**src/rtl/field_capture_pkg.sv**
```systemverilog
// field_capture_pkg
// Shared defaults and helpers for field_capture_fifo and its pointer controller.
//   DEF_*        : default parameter values for the FIFO
//   ptr_width()  : pointer/count width for a given depth (one extra wrap bit)
//   def_count_t  : occupancy type for the default depth
package field_capture_pkg;

    localparam int unsigned DEF_DATA_W    = 5;
    localparam int unsigned DEF_FIELD_LSB = 0;
    localparam int unsigned DEF_FIELD_W   = 3;
    localparam int unsigned DEF_DEPTH     = 4;
    localparam int unsigned DEF_AF_LEVEL  = 3;

    // One bit beyond the index width so pointers wrap modulo 2*DEPTH and
    // the count can represent the full value DEPTH.
    function automatic int unsigned ptr_width(input int unsigned depth);
        return $clog2(depth) + 1;
    endfunction

    localparam int unsigned DEF_PTR_W = $clog2(DEF_DEPTH) + 1;

    typedef logic [DEF_PTR_W-1:0] def_count_t;

endpackage

```
**src/rtl/fifo_ptr_ctrl.sv**
```systemverilog
// fifo_ptr_ctrl
// Pointer, occupancy and handshake control for field_capture_fifo.
//   clk, rst_n     : clock, synchronous active-low reset
//   flush_i        : synchronous clear; discards any push/pop in the same cycle
//   push_req_i     : producer offers a word (in_valid)
//   pop_req_i      : consumer takes the head (out_ready)
//   wr_en_o        : storage write strobe for this cycle
//   wr_idx_o       : storage index for the write
//   rd_idx_o       : storage index of the head entry
//   count_o        : occupancy 0..DEPTH
//   in_ready_o     : not full (registered state only)
//   out_valid_o    : not empty (registered state only)
//   almost_full_o  : registered count >= AF_LEVEL
module fifo_ptr_ctrl
    import field_capture_pkg::*;
#(
    parameter int unsigned DEPTH    = DEF_DEPTH,
    parameter int unsigned AF_LEVEL = DEF_AF_LEVEL,
    localparam int unsigned PW      = ptr_width(DEPTH),
    localparam int unsigned IW      = PW - 1
) (
    input  logic          clk,
    input  logic          rst_n,
    input  logic          flush_i,
    input  logic          push_req_i,
    input  logic          pop_req_i,
    output logic          wr_en_o,
    output logic [IW-1:0] wr_idx_o,
    output logic [IW-1:0] rd_idx_o,
    output logic [PW-1:0] count_o,
    output logic          in_ready_o,
    output logic          out_valid_o,
    output logic          almost_full_o
);

    logic [PW-1:0] wr_ptr_q, wr_ptr_d;
    logic [PW-1:0] rd_ptr_q, rd_ptr_d;
    logic [PW-1:0] count_q, count_d;
    logic          af_q, af_d;
    logic          full, empty, push, pop;

    // Full/empty come from the registered count, so a pop in the same cycle
    // never opens the input side combinationally.
    assign full  = (count_q == PW'(DEPTH));
    assign empty = (count_q == '0);
    assign push  = push_req_i && !full;
    assign pop   = pop_req_i && !empty;

    always_comb begin
        wr_ptr_d = wr_ptr_q;
        rd_ptr_d = rd_ptr_q;
        count_d  = count_q;
        if (flush_i) begin
            wr_ptr_d = '0;
            rd_ptr_d = '0;
            count_d  = '0;
        end else begin
            if (push) wr_ptr_d = wr_ptr_q + PW'(1);
            if (pop)  rd_ptr_d = rd_ptr_q + PW'(1);
            unique case ({push, pop})
                2'b10:   count_d = count_q + PW'(1);
                2'b01:   count_d = count_q - PW'(1);
                default: count_d = count_q;
            endcase
        end
        af_d = (count_d >= PW'(AF_LEVEL));
    end

    always_ff @(posedge clk) begin
        if (!rst_n) begin
            wr_ptr_q <= '0;
            rd_ptr_q <= '0;
            count_q  <= '0;
            af_q     <= 1'b0;
        end else begin
            wr_ptr_q <= wr_ptr_d;
            rd_ptr_q <= rd_ptr_d;
            count_q  <= count_d;
            af_q     <= af_d;
        end
    end

    assign wr_en_o       = push && !flush_i;
    assign wr_idx_o      = wr_ptr_q[IW-1:0];
    assign rd_idx_o      = rd_ptr_q[IW-1:0];
    assign count_o       = count_q;
    assign in_ready_o    = !full;
    assign out_valid_o   = !empty;
    assign almost_full_o = af_q;

    // Pointer distance and count are tracked separately; they must agree.
    a_ptr_count: assert property (@(posedge clk) disable iff (!rst_n)
        (wr_ptr_q - rd_ptr_q) == count_q);

endmodule

```
**src/rtl/field_capture_fifo.sv**
```systemverilog
// field_capture_fifo
// Extracts in_data[FIELD_LSB +: FIELD_W] from each accepted word and buffers
// up to DEPTH fields with valid/ready handshakes on both sides.
//   clk, rst_n   : clock, synchronous active-low reset
//   flush        : synchronous clear of FIFO contents
//   in_valid/in_ready/in_data      : producer handshake and word
//   out_valid/out_ready/out_field  : consumer handshake and head field
//   count        : occupancy 0..DEPTH
//   almost_full  : count >= AF_LEVEL (registered)
module field_capture_fifo
    import field_capture_pkg::*;
#(
    parameter int unsigned DATA_W    = DEF_DATA_W,
    parameter int unsigned FIELD_LSB = DEF_FIELD_LSB,
    parameter int unsigned FIELD_W   = DEF_FIELD_W,
    parameter int unsigned DEPTH     = DEF_DEPTH,
    parameter int unsigned AF_LEVEL  = DEF_AF_LEVEL
) (
    input  logic                   clk,
    input  logic                   rst_n,
    input  logic                   flush,
    input  logic                   in_valid,
    output logic                   in_ready,
    input  logic [DATA_W-1:0]      in_data,
    output logic                   out_valid,
    input  logic                   out_ready,
    output logic [FIELD_W-1:0]     out_field,
    output logic [$clog2(DEPTH):0] count,
    output logic                   almost_full
);

    localparam int unsigned IW = $clog2(DEPTH);

    if (FIELD_W < 1 || FIELD_LSB + FIELD_W > DATA_W) begin : g_bad_field
        $error("field_capture_fifo: field [%0d +: %0d] outside DATA_W=%0d",
               FIELD_LSB, FIELD_W, DATA_W);
    end
    if (DEPTH < 2 || (DEPTH & (DEPTH - 1)) != 0) begin : g_bad_depth
        $error("field_capture_fifo: DEPTH=%0d must be a power of 2 >= 2", DEPTH);
    end
    if (AF_LEVEL < 1 || AF_LEVEL > DEPTH) begin : g_bad_af
        $error("field_capture_fifo: AF_LEVEL=%0d must be in 1..DEPTH", AF_LEVEL);
    end

    logic               wr_en;
    logic [IW-1:0]      wr_idx, rd_idx;
    logic [FIELD_W-1:0] field_in;
    logic [FIELD_W-1:0] mem_q [DEPTH];

    // Bits outside the field are intentionally dropped.
    logic unused_in_bits;
    assign unused_in_bits = ^in_data;

    assign field_in = in_data[FIELD_LSB +: FIELD_W];

    fifo_ptr_ctrl #(
        .DEPTH    (DEPTH),
        .AF_LEVEL (AF_LEVEL)
    ) u_ctrl (
        .clk           (clk),
        .rst_n         (rst_n),
        .flush_i       (flush),
        .push_req_i    (in_valid),
        .pop_req_i     (out_ready),
        .wr_en_o       (wr_en),
        .wr_idx_o      (wr_idx),
        .rd_idx_o      (rd_idx),
        .count_o       (count),
        .in_ready_o    (in_ready),
        .out_valid_o   (out_valid),
        .almost_full_o (almost_full)
    );

    always_ff @(posedge clk) begin
        if (!rst_n) begin
            for (int unsigned i = 0; i < DEPTH; i++) mem_q[i] <= '0;
        end else if (wr_en) begin
            mem_q[wr_idx] <= field_in;
        end
    end

    // Head is only presented while valid so stale storage never leaks out.
    assign out_field = out_valid ? mem_q[rd_idx] : '0;

endmodule
```
**config.mk**
```make
export PLATFORM = sky130hd
export DESIGN_NAME = field_capture_fifo
export DESIGN_NICKNAME = d
export VERILOG_FILES = /design/src/rtl/field_capture_pkg.sv /design/src/rtl/fifo_ptr_ctrl.sv /design/src/rtl/field_capture_fifo.sv
export SDC_FILE = /design/constraint.sdc
export NUM_CORES = 1
export LEC_CHECK = 0
export BUFFER_PORTS_ARGS = -buffer_cell sky130_fd_sc_hd__buf_2
export CAP_MARGIN = 10
export CORE_ASPECT_RATIO = 1.25
export CORE_MARGIN = 1
export CORE_UTILIZATION = 45
export CTS_BUF_LIST = sky130_fd_sc_hd__clkbuf_2 sky130_fd_sc_hd__clkbuf_4 sky130_fd_sc_hd__clkbuf_8
export CTS_CLUSTER_DIAMETER = 100
export CTS_CLUSTER_SIZE = 40
export DETAILED_ROUTE_END_ITERATION = 12
export PLACE_DENSITY = 0.67
export SLEW_MARGIN = 20
export SYNTH_ARGS = -nofsm -noshare
export SYNTH_HDL_FRONTEND = slang
export SYNTH_SLANG_ARGS = --single-unit
```
**constraint.sdc**
```tcl
create_clock -name clk -period 6.25 [get_ports clk]
set_input_delay 0.3125 -clock clk [delete_from_list [all_inputs] [get_ports clk]]
set_output_delay 0.3125 -clock clk [all_outputs]
set_load 0.005 [all_outputs]
```
# Yosys cells after proc, flatten, opt, wreduce, memory -nomap -nowiden
# Memories as Yosys holds them, arrays and structs flattened. A register that Yosys moved wholly into a read port is not among the register bits.
# Cells that the tools add are included.
# op_classes
n_reduce_logical,9
bitwise_logic,1
n_mux,12
eq_ne,3
addsub,4
magnitude_cmp,1
# op_table
op,count
"adder 3 x 1 -> 3 bit, second input constant",3
2-to-1 mux 3 bit,3
2-to-1 mux 2 bit,3
one-hot mux 3 bit (2 select lines),1
2-to-1 mux 1 bit,5
"== test 3 bit, second input constant",1
">= comparator 3 x 2 -> 1 bit, second input constant",1
logical AND 1 bit,3
logical NOT 1 bit,3
logical NOT 3 bit,1
OR reduction 3 bit,1
"subtractor 3 x 1 -> 3 bit, second input constant",1
"== test 2 x 1 -> 1 bit, second input constant",1
"== test 2 bit, second input constant",1
OR reduction 2 bit,1
NOT 1 bit,1
# totals
ramBits,12
n_memories,1
elab_cells,35
output_inout_bits,9
in_bits,10
register_bits,10
# mem_list
name,words,width,read_ports,rd_clocked_by_memory_dff,write_ports,line,source
mem_q,4,3,1,1,4,field_capture_fifo.sv:48,logic [FIELD_W-1:0] mem_q [DEPTH];

# Longest topological paths before layout
# logic_depth
word_depth,9
mapped_depth,9
ltp_nobuf,8

# Cells and area by module
# Synthesis repeated with hierarchy kept, for this count alone.
# unflattened
cells_unflattened,81
area_unflattened_um2,996.0
# modules_own_cells
mod,n_inst,area_per_inst_um2,seq_area_each_um2,cells_per_inst
field_capture_fifo,1,595.6,360.3,39
fifo_ptr_ctrl,1,400.4,160.2,42

# Worst setup path before layout
# Ideal clock, no wire load.
# synth_timing
kind,register to register
startpoint,reg u_ctrl.count_q[0] (netlist: u_ctrl.count_o[0])
endpoint,reg u_ctrl.af_q (netlist: u_ctrl.almost_full_o)
setup_ps,73
arrival_time_ps,2091
stages_incl_launch_ff,9
n_path_buf,1
setup_slack_ps,4085
t_required_ps,6177
synth_period_minus_slack_ps,2165
cell_sequence,dfxtp_1 > clkbuf_2 > o31ai_1 > inv_1 > ha_1 > fa_1 > xnor2_1 > or4_4 > o211ai_2
# synth_between
elab_chain_len,7
elab_cells_between_ends,13
classes_between,add/sub: 2; order compare: 1; eq/ne: 3; mux: 2; reduce/logical: 5
# synth_rtl
item,line,source
from (decl),fifo_ptr_ctrl.sv:38,"logic [PW-1:0] count_q, count_d;"
from (signal assigned),fifo_ptr_ctrl.sv:78,count_q <= count_d;
logical NOT 3 bit (*),fifo_ptr_ctrl.sv:45,assign empty = (count_q == '0);
logical NOT 1 bit (*),fifo_ptr_ctrl.sv:47,assign pop = pop_req_i && !empty;
logical AND 1 bit (*),fifo_ptr_ctrl.sv:47,
named net u_ctrl.pop,fifo_ptr_ctrl.sv:40,"logic full, empty, push, pop;"
== test 2 x 1 -> 1 bit / == test 2 bit (equally long branches),fifo_ptr_ctrl.sv:60,"unique case ({push, pop})"
one-hot mux 3 bit (2 select lines) (*),fifo_ptr_ctrl.sv:60,
2-to-1 mux 3 bit (*),fifo_ptr_ctrl.sv:53,if (flush_i) begin
>= comparator 3 x 2 -> 1 bit (*),fifo_ptr_ctrl.sv:66,af_d = (count_d >= PW'(AF_LEVEL));
to (signal assigned),fifo_ptr_ctrl.sv:74,af_q <= 1'b0;
to (signal assigned),fifo_ptr_ctrl.sv:79,af_q <= af_d;
to (decl),fifo_ptr_ctrl.sv:39,"logic af_q, af_d;"
# Mark *: on every way through the listed nets, which the timed path passes. The rest lies on a longest branch.
# A chain may end at the register's enable or synchronous reset.

# Worst setup path after layout
# layout_timing
startpoint,reg u_ctrl.count_q[0] (netlist: u_ctrl.count_o[0])
endpoint,reg u_ctrl.af_q (netlist: u_ctrl.almost_full_o)
# layout_between
elab_chain_len,7
elab_cells_between_ends,13
classes_between,add/sub: 2; order compare: 1; eq/ne: 3; mux: 2; reduce/logical: 5
# layout_rtl
item,line
== test 3 bit / logical NOT 3 bit (equally long branches),"fifo_ptr_ctrl.sv:44, fifo_ptr_ctrl.sv:45"
"logical NOT 1 bit, on equally long branches","fifo_ptr_ctrl.sv:46, fifo_ptr_ctrl.sv:47"
"logical AND 1 bit, on equally long branches","fifo_ptr_ctrl.sv:46, fifo_ptr_ctrl.sv:47"
== test 2 x 1 -> 1 bit / == test 2 bit (equally long branches),fifo_ptr_ctrl.sv:60
one-hot mux 3 bit (2 select lines) (*),fifo_ptr_ctrl.sv:60
2-to-1 mux 3 bit (*),fifo_ptr_ctrl.sv:53
>= comparator 3 x 2 -> 1 bit (*),fifo_ptr_ctrl.sv:66
# Every way passes the cells marked *; elsewhere a longest branch is shown, timed or not.

==> impl_results.md <==
* Distinct cells, synth at 34
* Comb power frac at 10.3%
* Vias per inst at 5.15
* Crit-path slowest cell: dfxtp_1
* Clock Sinks at 22
* RePlAce Congestion at 0.805
* Gr ovfl total at 0
* NumNets Final at 119
* Final period util at 36.4%
* Vias at 706
* Lkg Pwr at 0.000507 uW
* 1st-iter DRT viols at 12
* Seq cells post-synth at 22
* Design area at 0.00119 sq mm
* Post-DP Area at 0.00116 sq mm
* RSZ-0062 raised after global routing: no
* H-tree Lvls at 1
* Routed len/inst at 12.8 um
* Top-Level Pins at 19
* Top cells by area, synth: edfxtp_1 (34%), dfxtp_1 (19%), mux4_2 (6.4%)
* CTS clk-pin slew, worst paths at 0.12 ns
* Share of cells above drive strength 1 at 24.5%
* Pin count of the biggest net entering global routing at 13
* Root Driver: clkbuf_4
* Minimum clock period at 2.28 ns
* Row count at 19
* Ant diodes at 0
* TNS Setup at 0 ns
* TritonCTS Buffers at 3
* Worst-path cell chain: nor3b_4, nor2_1, inv_1, ha_1, fa_1, xnor2_1, or4_4, o211ai_2
* Die Wd at 45.4 um
* Post-synth top area cell: edfxtp_1
* Seq/Total Area, Yosys at 53.0%
* Final Hold Fails at 0
* Detailed placement HPWL at 1.37 mm
* Status: completed
* WS Path Type: reg -> reg
* Crit path DAT at 2.52 ns
* Net switching power at 59.9 uW
* Reg power frac at 62.5%
* Avg Inst Size Synth at 11.9 sq um
* Top cell type's share of synthesized area at 34.1%
* Vias in the first global route at 669
* Cells after synthesis at 89
* CP delay by family, top: simple AND/OR/NAND/NOR gates
* Area delta synth->final at 12.2%
* Post-synth EDFFs at 12
* Critical Path Start Type: flip-flop
* PwrDens at 219 mW/mm^2
* TritonCTS clock tree: built
* Postcts setup bufs at 0
* Number of I/O port buffers at 16
* Max Root-Sink Buffers at 2
* 1st-pass router iterations at 2
* Net count after synthesis at 101
* Net Sw Frac at 23.1%
* Synth Warn # at 0
* Die height at 56.2 um
* Clock power share at 27.1%
* Tot GR Track Use at 15.9%
* Setup Viol. Count Final at 0
* F_max at 0.439 GHz
* CP bufs+invs at 1
* Initial antenna violation count at 0
* Remaining DRCs at 0
* VDD IR-drop max at 0.113 mV
* Routed Antenna Nets at 0
* Synth Flop Type: edfxtp_1
* Post-Route WL at 1.75 mm
* P_int at 200 uW
* Critical Path Max Stage Delay at 0.59 ns
* Hold Path Class: in -> reg
* Crit path capture type: flip-flop
* Post-Syn Area at 0.00106 sq mm
* Starting density of the core at 47.8%
* First-pass GRT wire length at 2.84 mm
* Slew Limit Fails at 0
* Post-synthesis async set-or-reset flop share at 0%
* Core Area at 0.00221 sq mm
* Worst rel slew slack at 55.2%
* Worst-Margin Slew at 0.664 ns
* CP required at 6.49 ns
* Hold buffers post-CTS at 0
* Worst-Skew Late Latency at 0.31 ns
* Clock Skew at 0.00822 ns
* Max Cap Viol at 0
* Die ar. at 0.00255 sq mm
* Crit-path max FO at 10
* Post-CTS sizing at 0
-- registers in the layout, summed over array words and instances (netlist names), named ones only --
signal	flops
mem_q	12
u_ctrl.count_o	3
u_ctrl.wr_ptr_q	2
u_ctrl.rd_ptr_q	2
u_ctrl.almost_full_o	1
-- stage by stage --
| stage | util, % | total power [uW] | hold WS (ns) | cells | worst slack, ns |
|---|---|---|---|---|---|
| after detailed placement | 52.3 | 193 | 0.491 | 133 | 4.01 |
| after global placement | 52.3 | 191 | 0.476 | 133 | 4.06 |
| final | 53.7 | 260 | 0.319 | 137 | 3.97 |
| after global routing | 53.7 | 271 | 0.317 | 137 | 3.80 |
| after CTS | 53.7 | 263 | 0.309 | 137 | 3.97 |
| after floorplan | - | 183 | 0.454 | 89 | 4.09 |
-- Yosys cell counts, types with 2 or more instances --
library cell / count
nand2_1: 3
inv_1: 6
o21ai_0: 2
edfxtp_1: 12
nor4_1: 2
nor2b_1: 4
or2b_1: 2
dfxtp_1: 10
nor2_1: 5
xor2_1: 2
a21oi_1: 2
or3_1: 2
o21a_1: 2
and3_1: 6
and2_1: 6
nor3_1: 2
o41ai_1: 2
mux4_2: 3
-- power by group through the flow --
stage	logic (uW)	clock network (uW)	registers, uW
5_1_grt	30.2	77.9	163
3_3_place_gp	26.1	0	165
6_report	26.9	70.5	162
4_1_cts	27.3	73.2	162
2_1_floorplan	19.5	0	164
3_5_place_dp	27.0	0	166
-- routing by layer --
| layer | vias up | track usage, % | part of all wire [%] |
|---|---|---|---|
| met5 | - | 0 | 0 |
| li1 | 356 | - | - |
| met1 | 325 | 18.5 | 45 |
| met4 | 0 | 11.3 | 3.5 |
| met2 | 18 | 25.5 | 48 |
| met3 | 7 | 2.27 | 3.7 |
-- area by class of cell --
cell class | instances | area (sq um)
clock buffer | 4 | 30.0
timing repair buffer | 16 | 80.1
sequential | 22 | 561
multi-input combinational | 58 | 454
tap | 31 | 38.8
inverter | 6 | 22.5
fill | 198 | 1020
-- layout by cell type (no fill, tap or decap), types with 2 or more instances in the layout --
master	n
nor4_1	2
o21a_1	2
nor2b_1	4
o21ai_0	2
or2b_1	2
and3_1	6
dfxtp_1	10
edfxtp_1	12
and2_1	6
nand2_1	3
or3_1	2
mux4_2	3
a21oi_1	2
buf_2	16
o41ai_1	2
xor2_1	2
nor3_1	2
clkbuf_4	4
nor2_1	5
inv_1	6
-- worst paths after layout --
kind / cells after the start / end / slack, ns / startpoint
min: 2 / mem_q[2][2]$_SDFFCE_PN0P_ / 0.32 / in_data[2]
max reg2reg: 8 / u_ctrl.almost_full_o$_SDFF_PN0_ / 3.97 / u_ctrl.count_o[0]$_SDFF_PN0_
min reg2reg: 2 / flip-flop / 0.49 / u_ctrl.rd_ptr_q[1]$_SDFFE_PP0P_
max: 8 / u_ctrl.almost_full_o$_SDFF_PN0_ / 3.97 / u_ctrl.count_o[0]$_SDFF_PN0_
-- kinds of logic (layout without fill, tap and decap cells) --
group	after synthesis	in the layout	share of synthesized area, %
DFF	22	22	53.0
AOI/OAI and AO/OA	12	12	8.17
buffers and inverters	9	26	4.02
muxes	4	4	7.34
xor gates and xnor gates	3	3	2.49
adders and majority gates	2	2	3.08
and+or+nand+nor	37	37	21.9
(Power assumes the default switching activity.)
